===== src/rtl/trap_unit.sv =====
// Machine-mode trap/CSR controller: sequences trap entry and mret, owns the M-mode CSRs.
// Optional mtval storage is enabled by defining TRAP_MTVAL_EN.
module trap_unit #(
  parameter int               XLEN         = 64,
  parameter logic [XLEN-1:0]  RESET_MTVEC  = '0,
  parameter int               DRAIN_CYCLES = 2
) (
  input  logic            clk,
  input  logic            reset_n,
  input  logic            coprocessorStall,
  input  logic            id_valid,
  input  logic [XLEN-1:0] id_pc,
  input  logic [31:0]     id_instr,
  input  logic [2:0]      exceptSignal,
  input  logic            trapReturn,
  input  logic            csrWriteEnable,
  input  logic [11:0]     csr_addr,
  input  logic [XLEN-1:0] csr_wdata,
  output logic [XLEN-1:0] csr_rdata,
  output logic [1:0]      privMode,
  output logic            redirect_valid,
  output logic [XLEN-1:0] redirect_pc,
  output logic            flush
);

  typedef enum logic [1:0] {S_IDLE, S_REDIRECT, S_DRAIN} state_t;

  state_t          r_state, w_state_nxt;
  logic [3:0]      r_drain_cnt;
  logic [1:0]      r_priv;
  logic            r_mie, r_mpie;
  logic [1:0]      r_mpp;
  logic [XLEN-1:0] r_mtvec, r_mepc, r_mcause, r_mscratch, r_redirect_pc;

  logic            w_event, w_take, w_priv_m, w_is_mret, w_csr_we;
  logic [XLEN-1:0] w_cause;

  assign w_priv_m  = (r_priv == 2'b11);
  assign w_event   = id_valid & ((|exceptSignal) | trapReturn);
  assign w_take    = (r_state == S_IDLE) & ~coprocessorStall & w_event;
  // mret only counts as a return when nothing higher-priority fired and we are in M.
  assign w_is_mret = trapReturn & w_priv_m & ~(|exceptSignal);
  assign w_csr_we  = (r_state == S_IDLE) & id_valid & csrWriteEnable & ~w_event & ~coprocessorStall;

  always_comb begin
    w_cause = '0;
    if (exceptSignal[2])      w_cause = XLEN'(2);
    else if (exceptSignal[1]) w_cause = w_priv_m ? XLEN'(11) : XLEN'(8);
    else if (exceptSignal[0]) w_cause = XLEN'(3);
    else                      w_cause = XLEN'(2);
  end

  always_ff @(posedge clk or negedge reset_n) begin
    if (!reset_n) r_state <= S_IDLE;
    else          r_state <= w_state_nxt;
  end

  always_comb begin
    w_state_nxt    = r_state;
    redirect_valid = 1'b0;
    flush          = 1'b0;
    case (r_state)
      S_IDLE:     if (w_take) w_state_nxt = S_REDIRECT;
      S_REDIRECT: if (!coprocessorStall) begin
        redirect_valid = 1'b1;
        flush          = 1'b1;
        w_state_nxt    = S_DRAIN;
      end
      S_DRAIN:    if (!coprocessorStall && r_drain_cnt <= 4'd1) w_state_nxt = S_IDLE;
      default:    w_state_nxt = S_IDLE;
    endcase
  end

  always_ff @(posedge clk or negedge reset_n) begin
    if (!reset_n) begin
      r_drain_cnt <= '0;
    end else if (!coprocessorStall) begin
      if (r_state == S_REDIRECT)                      r_drain_cnt <= 4'(DRAIN_CYCLES);
      else if (r_state == S_DRAIN && r_drain_cnt != 0) r_drain_cnt <= r_drain_cnt - 4'd1;
    end
  end

  always_ff @(posedge clk or negedge reset_n) begin
    if (!reset_n) begin
      r_priv        <= 2'b11;
      r_mie         <= 1'b0;
      r_mpie        <= 1'b0;
      r_mpp         <= 2'b00;
      r_mtvec       <= {RESET_MTVEC[XLEN-1:2], 2'b00};
      r_mepc        <= '0;
      r_mcause      <= '0;
      r_mscratch    <= '0;
      r_redirect_pc <= '0;
    end else if (w_take) begin
      if (w_is_mret) begin
        r_priv        <= r_mpp;
        r_mie         <= r_mpie;
        r_mpie        <= 1'b1;
        r_mpp         <= 2'b00;
        r_redirect_pc <= r_mepc;
      end else begin
        r_mepc        <= {id_pc[XLEN-1:2], 2'b00};
        r_mcause      <= w_cause;
        r_mpie        <= r_mie;
        r_mie         <= 1'b0;
        r_mpp         <= r_priv;
        r_priv        <= 2'b11;
        r_redirect_pc <= {r_mtvec[XLEN-1:2], 2'b00};
      end
    end else if (w_csr_we) begin
      case (csr_addr)
        12'h300: begin
          r_mie  <= csr_wdata[3];
          r_mpie <= csr_wdata[7];
          r_mpp  <= (csr_wdata[12:11] == 2'b11) ? 2'b11 : 2'b00;
        end
        12'h305: r_mtvec    <= {csr_wdata[XLEN-1:2], 2'b00};
        12'h340: r_mscratch <= csr_wdata;
        12'h341: r_mepc     <= {csr_wdata[XLEN-1:2], 2'b00};
        12'h342: r_mcause   <= csr_wdata;
        default: ;
      endcase
    end
  end

`ifdef TRAP_MTVAL_EN
  logic [XLEN-1:0] r_mtval;

  always_ff @(posedge clk or negedge reset_n) begin
    if (!reset_n) begin
      r_mtval <= '0;
    end else if (w_take && !w_is_mret) begin
      if (exceptSignal[2] || !(exceptSignal[1] || exceptSignal[0]))
        r_mtval <= {{(XLEN-32){1'b0}}, id_instr};
      else if (exceptSignal[1])
        r_mtval <= '0;
      else
        r_mtval <= id_pc;
    end else if (w_csr_we && csr_addr == 12'h343) begin
      r_mtval <= csr_wdata;
    end
  end
`else
  logic w_unused_instr;
  assign w_unused_instr = ^id_instr;
`endif

  always_comb begin
    csr_rdata = '0;
    case (csr_addr)
      12'h300: begin
        csr_rdata[3]     = r_mie;
        csr_rdata[7]     = r_mpie;
        csr_rdata[12:11] = r_mpp;
      end
      12'h305: csr_rdata = r_mtvec;
      12'h340: csr_rdata = r_mscratch;
      12'h341: csr_rdata = r_mepc;
      12'h342: csr_rdata = r_mcause;
`ifdef TRAP_MTVAL_EN
      12'h343: csr_rdata = r_mtval;
`endif
      default: csr_rdata = '0;
    endcase
  end

  assign privMode    = r_priv;
  assign redirect_pc = r_redirect_pc;

endmodule


===== config.mk =====
export PLATFORM = sky130hd
export DESIGN_NAME = trap_unit
export DESIGN_NICKNAME = d
export VERILOG_FILES = /design/src/rtl/trap_unit.sv
export SDC_FILE = /design/constraint.sdc
export NUM_CORES = 1
export LEC_CHECK = 0
export ABC_AREA = 1
export CELL_PAD_IN_SITES_DETAIL_PLACEMENT = 1
export CELL_PAD_IN_SITES_GLOBAL_PLACEMENT = 1
export CORE_UTILIZATION = 38
export DETAILED_ROUTE_END_ITERATION = 7
export PLACE_DENSITY_LB_ADDON = 0.1
export SYNTH_ARGS = -nofsm -noshare
export SYNTH_HDL_FRONTEND = slang
export SYNTH_SLANG_ARGS = --single-unit

===== constraint.sdc =====
create_clock -name clk -period 3 [get_ports clk]
set_clock_uncertainty 0.2 [all_clocks]
set_input_delay 0.75 -clock clk [delete_from_list [all_inputs] [get_ports clk]]
set_output_delay 0.75 -clock clk [all_outputs]
set_load 0.1 [all_outputs]

==> summary.md <==
| Metric | Value |
|---|---|
| Run status | `complete, but fails checks` |
| Violations in the final reports | `setup timing` |
| Minimum setup slack after placement | `-0.6868 ns` |
| Capture point of the worst reg-to-reg path | `redirect_pc[45]$_DFFE_PN0N_` |
| Critical path required time | `2.05 ns` |
| Clock buffers created by TritonCTS | `39` |
| Worst setup slack after layout | `-0.1895 ns` |
| Detail Route Antenna Nets | `0` |
| Synthesized flop and latch total | `326` |
| Share of cells above drive strength 1 | `0.2210` |
| Post-route total power | `roughly 13 mW` |
| Max-cap violations | `0` |
| Area fraction of the dominant cell type after synthesis | `0.5044` |
| Count of final hold-check violations | `0` |
| Crit path to | `csr_rdata[45]` |
| Residual DRC | `0` |
| Vias | `between 15k and 20k` |
| Most area-hungry cell type in the Yosys netlist | `sky130_fd_sc_hd__dfrtp_1` |
| Clock Sink Count | `326` |
| Worst min-delay path class | `register to register` |
| Core area | `41290 µm²` |
| Endpoints failing setup | `64` |
| CTS H-tree lvls | `2` |
| Power density normalized to cell area | `between 500 and 600 nW/µm²` |
| Total standard cell area after synthesis | `16070 µm²` |
| Startpoint of the worst register-to-register path | `r_state[0]$_DFFE_PN0P_` |
| Count of standard-cell rows | `74` |
| Global placement routability congestion | `0.8508` |
| Final Max Tran Viols | `0` |
| Sequential share of the synthesized area | `0.5077` |
| Setup crit start kind | `primary input` |
| Post-Route Setup TNS | `-7.060 ns` |
| CP endpoint kind | `primary output` |
| Share of total power in combinational logic | `0.208` |
| R2R depth | `10` |
| Die X-Extent | `207.7 µm` |
| Buffer type at the clock tree root | `sky130_fd_sc_hd__clkbuf_16` |
| Starting density of the core | `0.3893` |
| Maximum fanout along the worst path | `6` |
| Overall track demand over capacity in global routing | `0.3300` |
| Top-Level Pins | `313` |
| Global-route wire length before repair | `109.5 mm` |
| Clock Latency Late Sink | `0.56 ns` |
| Worst-case headroom to the max-slew limit | `0.4371` |
| Net switching fraction of the power | `0.3328` |
| Warnings from Yosys | `0` |
| Internal power of the cells | `between 8 and 9 mW` |
| Synth-to-Final Area Change | `49.79%` |
| Data arrival time at the worst-slack endpoint | `2.24 ns` |
| DR WL/cell | `24.24 µm` |
| Chip Height | `207.7 µm` |
| Post-layout min period | `3.190 ns` |
| Startpoint of the most critical setup path | `csr_addr[3]` |
| Largest net degree at the start of global routing | `67` |
| Sequential share of power | `0.431` |
| RSZ-0062 raised after global routing | `yes` |
| Remaining Overflow, GRT | `0` |
| Register clock-pin slew on the reported worst setup and hold paths | `approximately 0.06 ns` |
| Cell count after synthesis | `2127` |
| NumNets Final | `2647` |
| Cell variety after synth | `26` |
| Final period util | `1.063` |
| LEAKAGE | `12.07 nW` |
| Number of port buffers | `276` |
| Die Footprint | `43130 µm²` |
| Detailed router's first-iteration violation count | `roughly 1.3k` |
| Via density per instance | `5.691` |
| Dpl hpwl | `42.03 mm` |
| CTS Buffer Depth | `3` |
| TritonCTS clock tree | `built` |
| Synth top area cells | `sky130_fd_sc_hd__dfrtp_1 50%, sky130_fd_sc_hd__nand2_1 22%, sky130_fd_sc_hd__nand3_1 14%` |
| Clock share of power | `0.360` |
| Start-to-end type of the worst setup path | `primary input to primary output` |
| Syn Area/Cell | `between 7 and 8 µm²` |
| Fill count | `4759` |
| Number of antenna violations at the first check in global routing | `5` |
| Maximum VDD drop | `0.3671 mV` |
| WL final | `73.33 mm` |
| Switching power | `4.212 mW` |
| First-pass iteration count of the detailed router | `5` |
| Achievable clock frequency | `0.3135 GHz` |
| Slew at the pin with the worst max-slew slack | `0.8444 ns` |
| Number of global-route vias before repair | `18.32k` |
| Register-to-register setup slack | `about 0.74 ns` |
==> synth_stat cells (all sizes together) <==
master / number
nand2: 947
nand3: 436
dfrtp: 324
o21ai: 142
buf: 86
clkbuf: 71
nand4: 39
inv: 35
nor2: 34
o211ai: 4
ha: 3
dfstp: 2
xor2: 2
and3: 1
conb: 1
==> worst min-delay path by stage <==
stage                                        to  depth (start not counted)                         from
floorplan               r_mtvec[11]$_DFFE_PN0P_                          2      r_mtvec[11]$_DFFE_PN0P_
detailed placement      r_mtvec[11]$_DFFE_PN0P_                          2      r_mtvec[11]$_DFFE_PN0P_
global route        redirect_pc[49]$_DFFE_PN0N_                          2  redirect_pc[49]$_DFFE_PN0N_
global placement        r_mtvec[11]$_DFFE_PN0P_                          2      r_mtvec[11]$_DFFE_PN0P_
finish                  r_mtvec[11]$_DFFE_PN0P_                          2      r_mtvec[11]$_DFFE_PN0P_
CTS                     r_mtvec[11]$_DFFE_PN0P_                          2      r_mtvec[11]$_DFFE_PN0P_
==> power groups by stage <==
stage	combinational [mW]	clock (mW)	sequential, mW
after floorplan	1.20	0	5.62
after global routing	2.85	4.76	5.50
after global placement	2.41	0	5.44
after detailed placement	2.50	0	5.47
final	2.64	4.56	5.46
after CTS	2.57	4.60	5.40
==> layer usage <==
layer | global-route usage | share of wire
met4 | 0.1589 | 0.041
met5 | 0 | 0.00015
met2 | 0.5511 | 0.49
met1 | 0.4203 | 0.41
met3 | 0.04871 | 0.059
==> placed cells by master, fill, tap and decap left out, types with 5 or more instances in the layout <==
master                              n
sky130_fd_sc_hd__clkbuf_16         47
sky130_fd_sc_hd__buf_12           124
sky130_fd_sc_hd__buf_8              6
sky130_fd_sc_hd__clkbuf_1           9
sky130_fd_sc_hd__inv_6              5
sky130_fd_sc_hd__inv_2              8
sky130_fd_sc_hd__nand4_1           39
sky130_fd_sc_hd__o21ai_0           77
sky130_fd_sc_hd__clkbuf_8           8
sky130_fd_sc_hd__nand2_2           39
sky130_fd_sc_hd__clkdlybuf4s50_1  133
sky130_fd_sc_hd__nand2_1          866
sky130_fd_sc_hd__nor2_1            11
sky130_fd_sc_hd__o21ai_1           64
sky130_fd_sc_hd__nor2_4            19
sky130_fd_sc_hd__nand3_1          381
sky130_fd_sc_hd__nand2_4           39
sky130_fd_sc_hd__buf_6             16
sky130_fd_sc_hd__nand3_2           47
sky130_fd_sc_hd__buf_16            22
sky130_fd_sc_hd__dfrtp_1          324
sky130_fd_sc_hd__buf_4            132
sky130_fd_sc_hd__clkinv_2           7
sky130_fd_sc_hd__nand3_4            8
sky130_fd_sc_hd__inv_1             22
==> through the flow <==
step	util	std cells	area [µm²]	hold slack, ns
6_report	0.5831	3025	24080	0.2882
5_1_grt	0.5830	3024	24070	0.3226
4_1_cts	0.5676	3005	23440	0.2745
3_5_place_dp	0.5064	2888	20910	0.2593
3_3_place_gp	0.5064	2888	20910	0.2558
2_1_floorplan	-	2128	16440	0.2419
==> repair_timing <==
action	4_1_cts	5_1_grt
setup buffers	25	8
hold endpoints to repair	46	0
cloned	24	10
setup endpoints to repair	100	64
gates resized for setup	178	80
hold buffers	1	0
pin swaps	61	54
==> sequential cells by signal, indices dropped and copies added, names as in the netlist, 2 cells and up <==
| name | flops |
|---|---|
| privMode | 2 |
| r_drain_cnt | 4 |
| r_mcause | 64 |
| r_mepc | 62 |
| r_mpp | 2 |
| r_mscratch | 64 |
| r_mtvec | 62 |
| r_state | 2 |
| redirect_pc | 62 |
==> logic make-up after synthesis <==
| logic type | Yosys count | synth area share |
|---|---|---|
| flip-flops | 326 | 0.5077 |
| buffers and inverters | 192 | 0.05799 |
| AND/OR/NAND/NOR | 1457 | 0.3846 |
| XOR/XNOR | 2 | 0.001090 |
| other | 1 | 0.0002333 |
| AO/OA/AOI/OAI | 146 | 0.04608 |
| adder cells (fa/ha/maj) | 3 | 0.002335 |
==> critical path, cell delays in order <==
cell                       delay [ns]
sky130_fd_sc_hd__buf_8           0.10
sky130_fd_sc_hd__nor2_4          0.11
sky130_fd_sc_hd__buf_12          0.14
sky130_fd_sc_hd__nand2_8         0.06
sky130_fd_sc_hd__nor2_4          0.17
sky130_fd_sc_hd__nand2_4         0.11
sky130_fd_sc_hd__clkinv_8        0.09
sky130_fd_sc_hd__buf_12          0.13
sky130_fd_sc_hd__buf_16          0.16
sky130_fd_sc_hd__nand2_2         0.05
sky130_fd_sc_hd__nand4_1         0.14
sky130_fd_sc_hd__buf_12          0.20
==> area by class of cell <==
cell class                      count  area, µm²  share of cell area
Clock buffer                       56       1120             0.04651
Timing Repair Buffer              450       6013              0.2498
Multi-Input combinational cell   1610       7856              0.3263
Inverter                           35      168.9            0.007016
Sequential cell                   326       8160              0.3389
Timing Repair inverter              1      8.758           0.0003638
Tap cell                          532      665.6             0.02765
Clock inverter                     11      73.82            0.003066
Antenna cell                        4      10.01           0.0004157
No activity file was read; power rests on OpenSTA's default activity.
